### config.mk
export PLATFORM = sky130hd
export DESIGN_NAME = prism_aux_datapath_flat
export DESIGN_NICKNAME = d
export VERILOG_FILES = /design/src/rtl/prism_aux_datapath_pkg.sv /design/src/rtl/prism_aux_datapath_if.sv /design/src/rtl/prism_aux_datapath_countdown.sv /design/src/rtl/prism_aux_datapath.sv /design/src/flat_wrapper.sv
export SDC_FILE = /design/constraint.sdc
export NUM_CORES = 1
export LEC_CHECK = 0
export CORE_MARGIN = 10
export CORE_UTILIZATION = 54
export DETAILED_ROUTE_END_ITERATION = 16
export MAX_ROUTING_LAYER = met4
export PLACE_DENSITY = 0.91
export SLEW_MARGIN = 15
export SYNTH_ARGS = -nofsm -noshare
export SYNTH_HDL_FRONTEND = slang
export SYNTH_HIERARCHICAL = 1
export SYNTH_SLANG_ARGS = --single-unit
### constraint.sdc
create_clock -name clk_i -period 5.7 [get_ports clk_i]
set_input_delay 0.855 -clock clk_i [delete_from_list [all_inputs] [get_ports clk_i]]
set_output_delay 0.855 -clock clk_i [all_outputs]
set_load 0.02 [all_outputs]
### src/rtl/prism_aux_datapath_pkg.sv
// rtl/prism_aux_datapath_pkg.sv - shared config addresses and mode bit indices for the PRISM aux datapath
package prism_aux_pkg;

  localparam logic [1:0] ADDR_MODE    = 2'd0;
  localparam logic [1:0] ADDR_PRELOAD = 2'd1;
  localparam logic [1:0] ADDR_COMPARE = 2'd2;
  localparam logic [1:0] ADDR_SHREG   = 2'd3;

  localparam int MODE_SHIFT_DIR  = 0;
  localparam int MODE_SHIFT_LONG = 1;
  localparam int MODE_AUTORELOAD = 2;
  localparam int MODE_W          = 3;

endpackage

### src/rtl/prism_aux_datapath_if.sv
// rtl/prism_aux_datapath_if.sv - FSM strobe and config-write bus into the PRISM aux datapath
interface prism_aux_datapath_if;

  logic        exec;
  logic        ctl_cnt1_dec;
  logic        ctl_cnt1_load;
  logic        ctl_cnt2_inc;
  logic        ctl_cnt2_clr;
  logic        ctl_shift;
  logic        ctl_latch;
  logic        comm_in;
  logic        cfg_wr;
  logic [1:0]  cfg_addr;
  logic [31:0] cfg_wdata;

  modport master (
    output exec, ctl_cnt1_dec, ctl_cnt1_load, ctl_cnt2_inc, ctl_cnt2_clr,
           ctl_shift, ctl_latch, comm_in, cfg_wr, cfg_addr, cfg_wdata
  );

  modport slave (
    input exec, ctl_cnt1_dec, ctl_cnt1_load, ctl_cnt2_inc, ctl_cnt2_clr,
          ctl_shift, ctl_latch, comm_in, cfg_wr, cfg_addr, cfg_wdata
  );

endinterface

### src/rtl/prism_aux_datapath_countdown.sv
// rtl/prism_aux_datapath_countdown.sv - cnt1 countdown with load/dec/autoreload/shift-in/low-bits-load priority
module prism_aux_countdown #(
  parameter int CNT1_W  = 24,
  parameter int SHIFT_W = 8
) (
  input  logic               clk_i,
  input  logic               rst_i,
  input  logic               en_i,
  input  logic               load_i,
  input  logic               dec_i,
  input  logic               autoreload_i,
  input  logic               shift_in_i,
  input  logic               comm_in_i,
  input  logic [CNT1_W-1:0]  preload_i,
  input  logic [SHIFT_W-1:0] shreg_i,
  output logic [CNT1_W-1:0]  cnt1_o,
  output logic               reload_o
);

  logic [CNT1_W-1:0] cnt1_q, cnt1_d;
  logic              reload;

  // A dec at zero without autoreload is still a dec: it claims priority and holds.
  always_comb begin
    cnt1_d = cnt1_q;
    reload = 1'b0;
    if (load_i && !dec_i) begin
      cnt1_d = preload_i;
    end else if (dec_i && !load_i) begin
      if (cnt1_q != '0) begin
        cnt1_d = cnt1_q - CNT1_W'(1);
      end else if (autoreload_i) begin
        cnt1_d = preload_i;
        reload = 1'b1;
      end
    end else if (shift_in_i) begin
      cnt1_d = {cnt1_q[CNT1_W-2:0], comm_in_i};
    end else if (load_i && dec_i) begin
      cnt1_d[SHIFT_W-1:0] = shreg_i;
    end
  end

  always_ff @(posedge clk_i) begin
    if (rst_i) begin
      cnt1_q <= '0;
    end else if (en_i) begin
      cnt1_q <= cnt1_d;
    end
  end

  assign cnt1_o   = cnt1_q;
  assign reload_o = en_i & reload;

endmodule

### src/rtl/prism_aux_datapath.sv
// rtl/prism_aux_datapath.sv - PRISM counter/shifter/latch datapath top; PRISM_AUX_CAPTURE_EN adds the cnt1 capture register
module prism_aux_datapath
  import prism_aux_pkg::*;
#(
  parameter int CNT1_W  = 24,
  parameter int CNT2_W  = 5,
  parameter int SHIFT_W = 8,
  parameter int LAT_W   = 2,
  localparam int SC_W   = $clog2(CNT1_W) + 1
) (
  input  logic                 clk_i,
  input  logic                 rst_i,
  prism_aux_datapath_if.slave  ctl,
  input  logic [LAT_W-1:0]     lat_src_i,
  input  logic [LAT_W-1:0]     pin_in_i,
  output logic [CNT1_W-1:0]    cnt1_o,
  output logic [CNT2_W-1:0]    cnt2_o,
  output logic [SHIFT_W-1:0]   shreg_o,
  output logic                 shift_out_o,
  output logic [SC_W-1:0]      shift_cnt_o,
  output logic                 cnt1_zero_o,
  output logic                 cnt2_match_o,
  output logic                 cnt1_eq_sh_o,
  output logic                 shift_done_o,
  output logic [LAT_W-1:0]     latched_out_o,
  output logic [LAT_W-1:0]     latched_in_o,
  output logic                 event_pulse_o,
  output logic [CNT1_W-1:0]    cap_o
);

  logic [MODE_W-1:0]  mode_q;
  logic [CNT1_W-1:0]  preload_q;
  logic [CNT2_W-1:0]  compare_q;
  logic [SHIFT_W-1:0] shreg_q, shreg_d;
  logic [SC_W-1:0]    shift_cnt_q, shift_cnt_d;
  logic [CNT2_W-1:0]  cnt2_q, cnt2_d;
  logic [LAT_W-1:0]   lat_out_q, lat_in_q;
  logic               match_prev_q;
  logic               event_q, event_d;
  logic               cnt2_match, reload;
  logic [SC_W-1:0]    shift_lim;
  logic               unused_wdata;

  wire shift_dir  = mode_q[MODE_SHIFT_DIR];
  wire shift_long = mode_q[MODE_SHIFT_LONG];
  wire do_shift   = ctl.exec & ctl.ctl_shift;

  assign unused_wdata = ^ctl.cfg_wdata;

  prism_aux_countdown #(.CNT1_W(CNT1_W), .SHIFT_W(SHIFT_W)) u_countdown (
    .clk_i        (clk_i),
    .rst_i        (rst_i),
    .en_i         (ctl.exec),
    .load_i       (ctl.ctl_cnt1_load),
    .dec_i        (ctl.ctl_cnt1_dec),
    .autoreload_i (mode_q[MODE_AUTORELOAD]),
    .shift_in_i   (shift_long & ctl.ctl_shift),
    .comm_in_i    (ctl.comm_in),
    .preload_i    (preload_q),
    .shreg_i      (shreg_q),
    .cnt1_o       (cnt1_o),
    .reload_o     (reload)
  );

  assign shift_lim  = shift_long ? SC_W'(CNT1_W - 1) : SC_W'(SHIFT_W - 1);
  assign cnt2_match = (cnt2_q == compare_q);

  always_comb begin
    shreg_d = shreg_q;
    if (ctl.cfg_wr && ctl.cfg_addr == ADDR_SHREG) begin
      shreg_d = ctl.cfg_wdata[SHIFT_W-1:0];
    end else if (do_shift && !shift_long) begin
      shreg_d = shift_dir ? {ctl.comm_in, shreg_q[SHIFT_W-1:1]}
                          : {shreg_q[SHIFT_W-2:0], ctl.comm_in};
    end

    // ">=" so a mode switch from long to short with a high count still wraps.
    shift_cnt_d = shift_cnt_q;
    if (do_shift) begin
      shift_cnt_d = (shift_cnt_q >= shift_lim) ? '0 : shift_cnt_q + SC_W'(1);
    end

    cnt2_d = cnt2_q;
    if (ctl.exec) begin
      if (ctl.ctl_cnt2_clr && !ctl.ctl_cnt2_inc) cnt2_d = '0;
      else if (ctl.ctl_cnt2_inc && !ctl.ctl_cnt2_clr) cnt2_d = cnt2_q + CNT2_W'(1);
    end

    event_d = (ctl.exec & ctl.ctl_cnt2_inc & ctl.ctl_cnt2_clr)
            | (cnt2_match & ~match_prev_q)
            | reload;
  end

  always_ff @(posedge clk_i) begin
    if (rst_i) begin
      mode_q       <= '0;
      preload_q    <= '0;
      compare_q    <= '0;
      shreg_q      <= '0;
      shift_cnt_q  <= '0;
      cnt2_q       <= '0;
      lat_out_q    <= '0;
      lat_in_q     <= '0;
      // Mirrors cnt2_match, which is 1 in reset, so leaving reset is not a rising edge.
      match_prev_q <= 1'b1;
      event_q      <= 1'b0;
    end else begin
      if (ctl.cfg_wr) begin
        case (ctl.cfg_addr)
          ADDR_MODE:    mode_q    <= ctl.cfg_wdata[MODE_W-1:0];
          ADDR_PRELOAD: preload_q <= ctl.cfg_wdata[CNT1_W-1:0];
          ADDR_COMPARE: compare_q <= ctl.cfg_wdata[CNT2_W-1:0];
          default:      ;
        endcase
      end
      shreg_q      <= shreg_d;
      shift_cnt_q  <= shift_cnt_d;
      cnt2_q       <= cnt2_d;
      match_prev_q <= cnt2_match;
      event_q      <= event_d;
      if (ctl.exec && ctl.ctl_latch) begin
        lat_out_q <= lat_src_i;
        lat_in_q  <= pin_in_i;
      end
    end
  end

`ifdef PRISM_AUX_CAPTURE_EN
  logic [CNT1_W-1:0] cap_q;

  always_ff @(posedge clk_i) begin
    if (rst_i) begin
      cap_q <= '0;
    end else if (ctl.exec && ctl.ctl_latch) begin
      cap_q <= cnt1_o;
    end
  end

  assign cap_o = cap_q;
`else
  assign cap_o = '0;
`endif

  assign cnt2_o        = cnt2_q;
  assign shreg_o       = shreg_q;
  assign shift_cnt_o   = shift_cnt_q;
  assign shift_out_o   = shift_long ? cnt1_o[CNT1_W-1]
                       : (shift_dir ? shreg_q[0] : shreg_q[SHIFT_W-1]);
  assign cnt1_zero_o   = (cnt1_o == '0);
  assign cnt2_match_o  = cnt2_match;
  assign cnt1_eq_sh_o  = (cnt1_o[SHIFT_W-1:0] == shreg_q);
  assign shift_done_o  = (shift_cnt_q == '0);
  assign latched_out_o = lat_out_q;
  assign latched_in_o  = lat_in_q;
  assign event_pulse_o = event_q;

endmodule
### src/flat_wrapper.sv
// flat-port wrapper written by rule: the top's interface ports become plain ports
module prism_aux_datapath_flat import prism_aux_pkg::*;
#(
  parameter int CNT1_W  = 24,
  parameter int CNT2_W  = 5,
  parameter int SHIFT_W = 8,
  parameter int LAT_W   = 2,
  localparam int SC_W   = $clog2(CNT1_W) + 1
)
  (clk_i, rst_i, lat_src_i, pin_in_i, cnt1_o, cnt2_o, shreg_o, shift_out_o, shift_cnt_o, cnt1_zero_o, cnt2_match_o, cnt1_eq_sh_o, shift_done_o, latched_out_o, latched_in_o, event_pulse_o, cap_o, ctl_exec, ctl_ctl_cnt1_dec, ctl_ctl_cnt1_load, ctl_ctl_cnt2_inc, ctl_ctl_cnt2_clr, ctl_ctl_shift, ctl_ctl_latch, ctl_comm_in, ctl_cfg_wr, ctl_cfg_addr, ctl_cfg_wdata);
  prism_aux_datapath_if ctl_i ();
  input  logic clk_i;
  input  logic rst_i;
  input  logic [LAT_W-1:0] lat_src_i;
  input  logic [LAT_W-1:0] pin_in_i;
  output logic [CNT1_W-1:0] cnt1_o;
  output logic [CNT2_W-1:0] cnt2_o;
  output logic [SHIFT_W-1:0] shreg_o;
  output logic shift_out_o;
  output logic [SC_W-1:0] shift_cnt_o;
  output logic cnt1_zero_o;
  output logic cnt2_match_o;
  output logic cnt1_eq_sh_o;
  output logic shift_done_o;
  output logic [LAT_W-1:0] latched_out_o;
  output logic [LAT_W-1:0] latched_in_o;
  output logic event_pulse_o;
  output logic [CNT1_W-1:0] cap_o;
  input wire logic [$bits(ctl_i.exec)-1:0] ctl_exec;
  input wire logic [$bits(ctl_i.ctl_cnt1_dec)-1:0] ctl_ctl_cnt1_dec;
  input wire logic [$bits(ctl_i.ctl_cnt1_load)-1:0] ctl_ctl_cnt1_load;
  input wire logic [$bits(ctl_i.ctl_cnt2_inc)-1:0] ctl_ctl_cnt2_inc;
  input wire logic [$bits(ctl_i.ctl_cnt2_clr)-1:0] ctl_ctl_cnt2_clr;
  input wire logic [$bits(ctl_i.ctl_shift)-1:0] ctl_ctl_shift;
  input wire logic [$bits(ctl_i.ctl_latch)-1:0] ctl_ctl_latch;
  input wire logic [$bits(ctl_i.comm_in)-1:0] ctl_comm_in;
  input wire logic [$bits(ctl_i.cfg_wr)-1:0] ctl_cfg_wr;
  input wire logic [$bits(ctl_i.cfg_addr)-1:0] ctl_cfg_addr;
  input wire logic [$bits(ctl_i.cfg_wdata)-1:0] ctl_cfg_wdata;
  assign ctl_i.exec = ctl_exec;
  assign ctl_i.ctl_cnt1_dec = ctl_ctl_cnt1_dec;
  assign ctl_i.ctl_cnt1_load = ctl_ctl_cnt1_load;
  assign ctl_i.ctl_cnt2_inc = ctl_ctl_cnt2_inc;
  assign ctl_i.ctl_cnt2_clr = ctl_ctl_cnt2_clr;
  assign ctl_i.ctl_shift = ctl_ctl_shift;
  assign ctl_i.ctl_latch = ctl_ctl_latch;
  assign ctl_i.comm_in = ctl_comm_in;
  assign ctl_i.cfg_wr = ctl_cfg_wr;
  assign ctl_i.cfg_addr = ctl_cfg_addr;
  assign ctl_i.cfg_wdata = ctl_cfg_wdata;
  prism_aux_datapath #(.CNT1_W(CNT1_W), .CNT2_W(CNT2_W), .SHIFT_W(SHIFT_W), .LAT_W(LAT_W)) u_core (.clk_i(clk_i), .rst_i(rst_i), .ctl(ctl_i), .lat_src_i(lat_src_i), .pin_in_i(pin_in_i), .cnt1_o(cnt1_o), .cnt2_o(cnt2_o), .shreg_o(shreg_o), .shift_out_o(shift_out_o), .shift_cnt_o(shift_cnt_o), .cnt1_zero_o(cnt1_zero_o), .cnt2_match_o(cnt2_match_o), .cnt1_eq_sh_o(cnt1_eq_sh_o), .shift_done_o(shift_done_o), .latched_out_o(latched_out_o), .latched_in_o(latched_in_o), .event_pulse_o(event_pulse_o), .cap_o(cap_o));
endmodule
=== Yosys cells after proc, flatten, opt, wreduce, memory -nomap -nowiden ===
Index checks and enable logic that the tools add are counted.

* Add/sub/neg operators: 3
* Magnitude comparators: 1
* Equality and inequality tests: 6
* Mux-type cells: 20
* Bitwise gates (word level): 9
* Reduce and logical (&&, ||, !) cells: 27

{| class="wikitable"
|+ Operators by type and width
! operator !! count
|-
| $mux 24 || 4
|-
| $mux 8 || 5
|-
| $logic_not 24->1 || 1
|-
| $reduce_bool 24->1 || 1
|-
| $sub 24x1->24 const B || 1
|-
| $mux 16 || 1
|-
| $mux 5 || 3
|-
| $eq 8x8->1 || 1
|-
| $logic_and 1x1->1 || 8
|-
| $reduce_and 2->1 || 4
|-
| $add 6x1->6 const B || 1
|-
| $and 1x1->1 || 6
|-
| $ge 6x6->1 || 1
|-
| $logic_not 6->1 || 1
|-
| $mux 1 || 6
|-
| $mux 6 || 1
|-
| $reduce_and 3->1 || 2
|-
| $add 5x1->5 const B || 1
|-
| $eq 5x5->1 || 1
|-
| $logic_not 1->1 || 5
|-
| $eq 2x2->1 const B || 2
|-
| $ne 4x2->1 const B || 1
|-
| $reduce_bool 2->1 || 2
|-
| $reduce_bool 4->1 || 1
|-
| other kinds (5) || 6
|}

* Flip-flop bits (word level): 81
* Bits of input ports: 49
* Output and inout port bits: 77
* Logic and storage cells: 78

=== Logic depth before layout (Yosys ltp) ===
* Depth after elaboration: 6
* Mapped depth: 10
* Depth with buffers taken out: 9

=== Modules after synthesis ===
Netlist, hierarchy kept.

{| class="wikitable"
|+ Modules (own cells, without submodules)
! module !! times used !! cells an instance !! area an instance (µm²) !! sequential area each (µm²)
|-
| prism_aux_datapath || 1 || 343 || 2791.4 || 1141.1
|-
| prism_aux_countdown || 1 || 313 || 2296.0 || 480.5
|}

=== Worst setup path before layout ===
Ideal clock, no wire load.

* Path kind: reg-to-reg
* Start point: register u_core.u_countdown.cnt1_q[0], in the netlist u_core/u_countdown/cnt1_o[0]
* End point: register u_core.u_countdown.cnt1_q[9], in the netlist u_core/u_countdown/cnt1_o[9]
* Library setup time: 0.117 ns
* Arrival time: 2.807 ns
* Required time: 5.583 ns
* Setup slack: 2.776 ns
* Cell stages (with the launch flop): 11
* Buffers on the path: 2
* Period minus slack after synthesis: 2.924 ns
* Cells stage by stage: dfxtp_1 > inv_1 > ha_1 > or4b_1 > or4_4 > or4_4 > buf_6 > buf_8 > or3_1 > a31oi_1 > nor2_1

* Word-level cells in the longest chain between the ends: 4
* Elaborated cells on any way between the ends: 7
* Classes of those cells: add/sub: 1; eq/ne: 1; mux: 3; reduce/logical: 2

{| class="wikitable"
|+ Ends and longest elaborated chain
! item !! RTL line !! source
|-
| start: declaration || prism_aux_datapath_countdown.sv:20 || <nowiki>logic [CNT1_W-1:0] cnt1_q, cnt1_d;</nowiki>
|-
| start signal: assignment || prism_aux_datapath_countdown.sv:47 || <nowiki>cnt1_q <= cnt1_d;</nowiki>
|-
| $sub 24x1->24 or $reduce_bool 24->1 (tied branches) || prism_aux_datapath_countdown.sv:31, prism_aux_datapath_countdown.sv:30 ||
|-
| $mux 24 || prism_aux_datapath_countdown.sv:30 || <nowiki>if (cnt1_q != '0) begin</nowiki>
|-
| $mux 24 || prism_aux_datapath_countdown.sv:29 || <nowiki>end else if (dec_i && !load_i) begin</nowiki>
|-
| $mux 24 || prism_aux_datapath_countdown.sv:27 || <nowiki>if (load_i && !dec_i) begin</nowiki>
|}

Several ways; a longest one is shown, not always the timed one.
A chain may end at the register's enable or synchronous reset.

=== Final worst setup path ===
* Start point: input ctl_ctl_cnt1_dec
* End point: register u_core.u_countdown.cnt1_q[21], in the netlist u_core/u_countdown/cnt1_o[21]

* Word-level cells in the longest chain between the ends: 4
* Elaborated cells on any way between the ends: 8
* Classes of those cells: eq/ne: 1; mux: 2; reduce/logical: 5

{| class="wikitable"
|+ Ends and longest elaborated chain
! item !! RTL line !! source
|-
| start: declaration || flat_wrapper.sv:30 || <nowiki>input wire logic [$bits(ctl_i.ctl_cnt1_dec)-1:0] ctl_ctl_cnt1_dec;</nowiki>
|-
| $logic_not 1->1 || prism_aux_datapath_countdown.sv:27 ||
|-
| $logic_and 1x1->1 || prism_aux_datapath_countdown.sv:27 ||
|-
| $ne 4x2->1 (no source line) or $reduce_bool 3->1 (tied branches) || n/a ||
|-
| $reduce_and 3->1 (no source line) || n/a ||
|}

Several ways; a longest one is shown, not always the timed one.

==> impl_results.md <==
* ANT cells at 0
* CTS tree: built
* Maximum clock rate at 260.1 MHz
* Starting Density at 55.32%
* Placer Congestion at 0.9702
* Number of inserted filler cells in the final layout at 757
* Required time at the worst-slack endpoint at 5960 ps
* Number of antenna violations at the first check in global routing at 0
* Overflow left after global routing at 0
* Number of endpoints with negative hold slack in the final report at 0
* Via density at 6.430
* Slew headroom at 26.24%
* Clock Latency Late Sink at 360 ps
* Detailed-routed wire length on met2 at approximately 7500 um
* Leak at roughly 0.0022 uW
* Setup bufs post-CTS at 0
* Setup Crit Path Kind: primary input to flip-flop
* Number of max-cap violations at 0
* Drt first-iter violations at 750
* Delay of the slowest critical-path stage at a little under 1000 ps
* I/O pin count at 126
* Synthesis-stage register bit count at a little over 80
* Highest metal layer used by the detailed router: met4
* Largest buffer count on any clock path at 2
* Final clock period utilization by the worst path at 67.45%
* Area of combinational cells with multiple inputs at 3123 um^2
* Die Span Y at about 120 um
* Level count of the clock H-tree at 3
* Sum of negative setup slack at 0 ps
* Time the worst path needs with I/O delays and setup at 3845 ps
* Worst Path Max Fanout at 22
* Met3 wire length at 2027 um
* Crit. End Element: flip-flop
* Drt total wl at 16,920 um
* Critical path startpoint category: primary input
* Quantity of I/O buffers inserted on ports at between 90 and 100
* Post-synthesis cell type count at 67
* Class of the most critical hold timing path: flip-flop to flip-flop
* Share of the yosys chip area belonging to registers at between 30% and 40%
* Number of enable flip-flop cells after synthesis at 0
* Mapped Avg Cell Area at 7.755 um^2
* Sum of routed wire segments on met1 at 6937 um
* Horizontal extent of the die at 117.1 um
* Routed length per instance at 20.19 um
* Number of routed nets with antenna violations at 0
* Most instantiated flip-flop cell in the synthesis netlist: sky130_fd_sc_hd__dfxtp_1
* Total area of sequential cells at about 1600 um^2
* Count of clock tree sinks at 81
* Number of cells produced by synthesis at 656
* Number of global-route vias before repair at roughly 5,000
* Post-CTS sizing at 0
* Detailed-route via count at 5,388
* Run status: finished, final reports clean
* Share of synthesized registers carrying an async set or reset at 0%
* Largest vdd supply drop at 0.1466 mV
* Global-route wire length before repair at 26,080 um
* Std-Cell Core Area at 9196 um^2
* Share of post-route cells with drive strength above 1 at roughly 5.1%
* Cell at the root of the clock tree: sky130_fd_sc_hd__clkbuf_8
* All-layer global routing usage at between 20% and 30%
* Cell-by-cell listing of the critical path: clkdlybuf4s50_1, nor2b_1, nor2_1, a22oi_1, o21ai_0, a31o_2, a32o_1
* Warning count from the yosys run at 6
* Relative area change from synthesis to final layout at 19.23%
* Count of final max-slew check failures at 0
* Setup slack at placement at 1672 ps
* Register-to-Register Setup Slack at 2470 ps
* Number of placement rows at 35
* Synth Cell Area at 5087 um^2
* Clk slew on worst S/H paths at roughly 90 ps
* Hold-fix buffers at CTS at 0
* Critical-path cell with the highest stage delay: sky130_fd_sc_hd__clkdlybuf4s50_1
* Transition at the pin with the smallest max-transition slack at 1104 ps
* Number of buffers created by CTS at 9
* Arrival time reported for the critical path endpoint at ~4100 ps
* Fin nets at a little under 800
* Die Outline Area at between 10,000 and 15,000 um^2
* Half-perimeter wire length after placement at 12,060 um
* Power density of the placed cells at approximately 250 nW/um^2
* Worst-case setup margin in the final layout at 1855 ps
* DR DRC count at 0
* Skew final at ~16 ps
* Maximum number of pins on one net before global-route repair at 64
* Setup Viol. Count Final at 0
* Setup repair after global routing missed its margin: false
* DRT Pass-1 Iters at 6
layer usage:
layer / vias up / global-route usage (%)
met1: 2491 / 31.25
met5: - / -
li1: 2480 / -
met3: 52 / 5.759
met4: 0 / 8.896
met2: 365 / 36.90
power by group:
group          switching (uW)  internal (uW)
Sequential               56.0            594
Combinational             290            192
Clock                     236            163
cell families (layout without fill, tap and decap cells):
kind of cell | count (synthesis) | in the layout | share of synthesized area, %
and+or+nand+nor | 260 | 260 | 25.14
AOI/OAI and AO/OA | 176 | 176 | 22.75
buffers and inverters | 78 | 126 | 8.436
other | 1 | 24 | 0.07371
DFF | 81 | 81 | 31.87
adders and majority gates | 7 | 7 | 1.722
xor gates and xnor gates | 20 | 20 | 3.443
muxes | 33 | 33 | 6.567
worst paths after layout:
path	from	to	cells after the start
worst min register to register	u_core/preload_q[6]$_SDFFE_PP0P_	u_core/preload_q[6]$_SDFFE_PP0P_	2
worst max-delay path	ctl_ctl_cnt1_dec	u_core/u_countdown/cnt1_o[21]$_SDFFE_PP0P_	7
worst max register to register	u_core/u_countdown/cnt1_o[0]$_SDFFE_PP0P_	u_core/u_countdown/cnt1_o[12]$_SDFFE_PP0P_	8
worst min-delay path	u_core/preload_q[6]$_SDFFE_PP0P_	u_core/preload_q[6]$_SDFFE_PP0P_	2
worst max-delay path: cells and delay by family:
family | cells | cell delay, ps
buf+inv | 1 | 970
compound gates | 4 | 870
simple gates | 2 | 1390
flip-flops by register name, indices dropped and copies added (netlist names):
register,cells
u_core/preload_q,24
u_core/u_countdown/cnt1_o,24
u_core/shreg_o,8
u_core/shift_cnt_o,6
u_core/cnt2_o,5
u_core/compare_q,5
u_core/mode_q,3
u_core/latched_in_o,2
u_core/latched_out_o,2
u_core/event_pulse_o,1
u_core/match_prev_q,1
cells in the mapped netlist, types with 9 or more instances:
library cell	n	area, um^2
sky130_fd_sc_hd__nand2_1	99	371.6
sky130_fd_sc_hd__dfxtp_1	81	1622
sky130_fd_sc_hd__a21oi_1	49	245.2
sky130_fd_sc_hd__nor2_1	44	165.2
sky130_fd_sc_hd__o21ai_0	31	155.2
sky130_fd_sc_hd__mux2i_1	30	300.3
sky130_fd_sc_hd__nand3_1	28	140.1
sky130_fd_sc_hd__clkbuf_1	27	101.4
sky130_fd_sc_hd__buf_4	25	187.7
sky130_fd_sc_hd__o22ai_1	17	106.4
sky130_fd_sc_hd__a31oi_1	14	87.58
sky130_fd_sc_hd__nor4_1	14	87.58
sky130_fd_sc_hd__inv_1	13	48.80
sky130_fd_sc_hd__nand2b_1	13	81.33
sky130_fd_sc_hd__nor3_1	12	60.06
sky130_fd_sc_hd__xnor2_1	10	87.58
sky130_fd_sc_hd__xor2_1	10	87.58
sky130_fd_sc_hd__nand4_1	9	56.30
per-stage QoR:
stage | area [um^2] | std cells | hold slack [ps] | utilization (%) | power, uW
2_1_floorplan | 5174 | 679 | 435.7 | - | 974.1
3_3_place_gp | 5888 | 822 | 443.1 | 64.03 | 1121
3_5_place_dp | 5888 | 822 | 458.5 | 64.03 | 1125
4_1_cts | 6066 | 838 | 470.1 | 65.96 | 1518
5_1_grt | 6066 | 838 | 502.1 | 65.96 | 1591
6_report | 6066 | 838 | 473.8 | 65.96 | 1531
cell usage in the layout (no fill, tap or decap), types with 17 or more instances in the layout:
master	instances
sky130_fd_sc_hd__nand2_1	99
sky130_fd_sc_hd__clkdlybuf4s50_1	92
sky130_fd_sc_hd__dfxtp_1	81
sky130_fd_sc_hd__a21oi_1	49
sky130_fd_sc_hd__nor2_1	44
sky130_fd_sc_hd__o21ai_0	31
sky130_fd_sc_hd__mux2i_1	30
sky130_fd_sc_hd__nand3_1	28
sky130_fd_sc_hd__conb_1	24
sky130_fd_sc_hd__o22ai_1	17
layout make-up:
class,instances,area share [%]
tap,111,2.290
multi-input combinational,520,51.49
clock buffer,10,2.104
timing repair buffer,97,15.76
clock inverter,6,0.8251
sequential,81,26.73
inverter,13,0.8045
No activity file was read; power rests on OpenSTA's default activity.
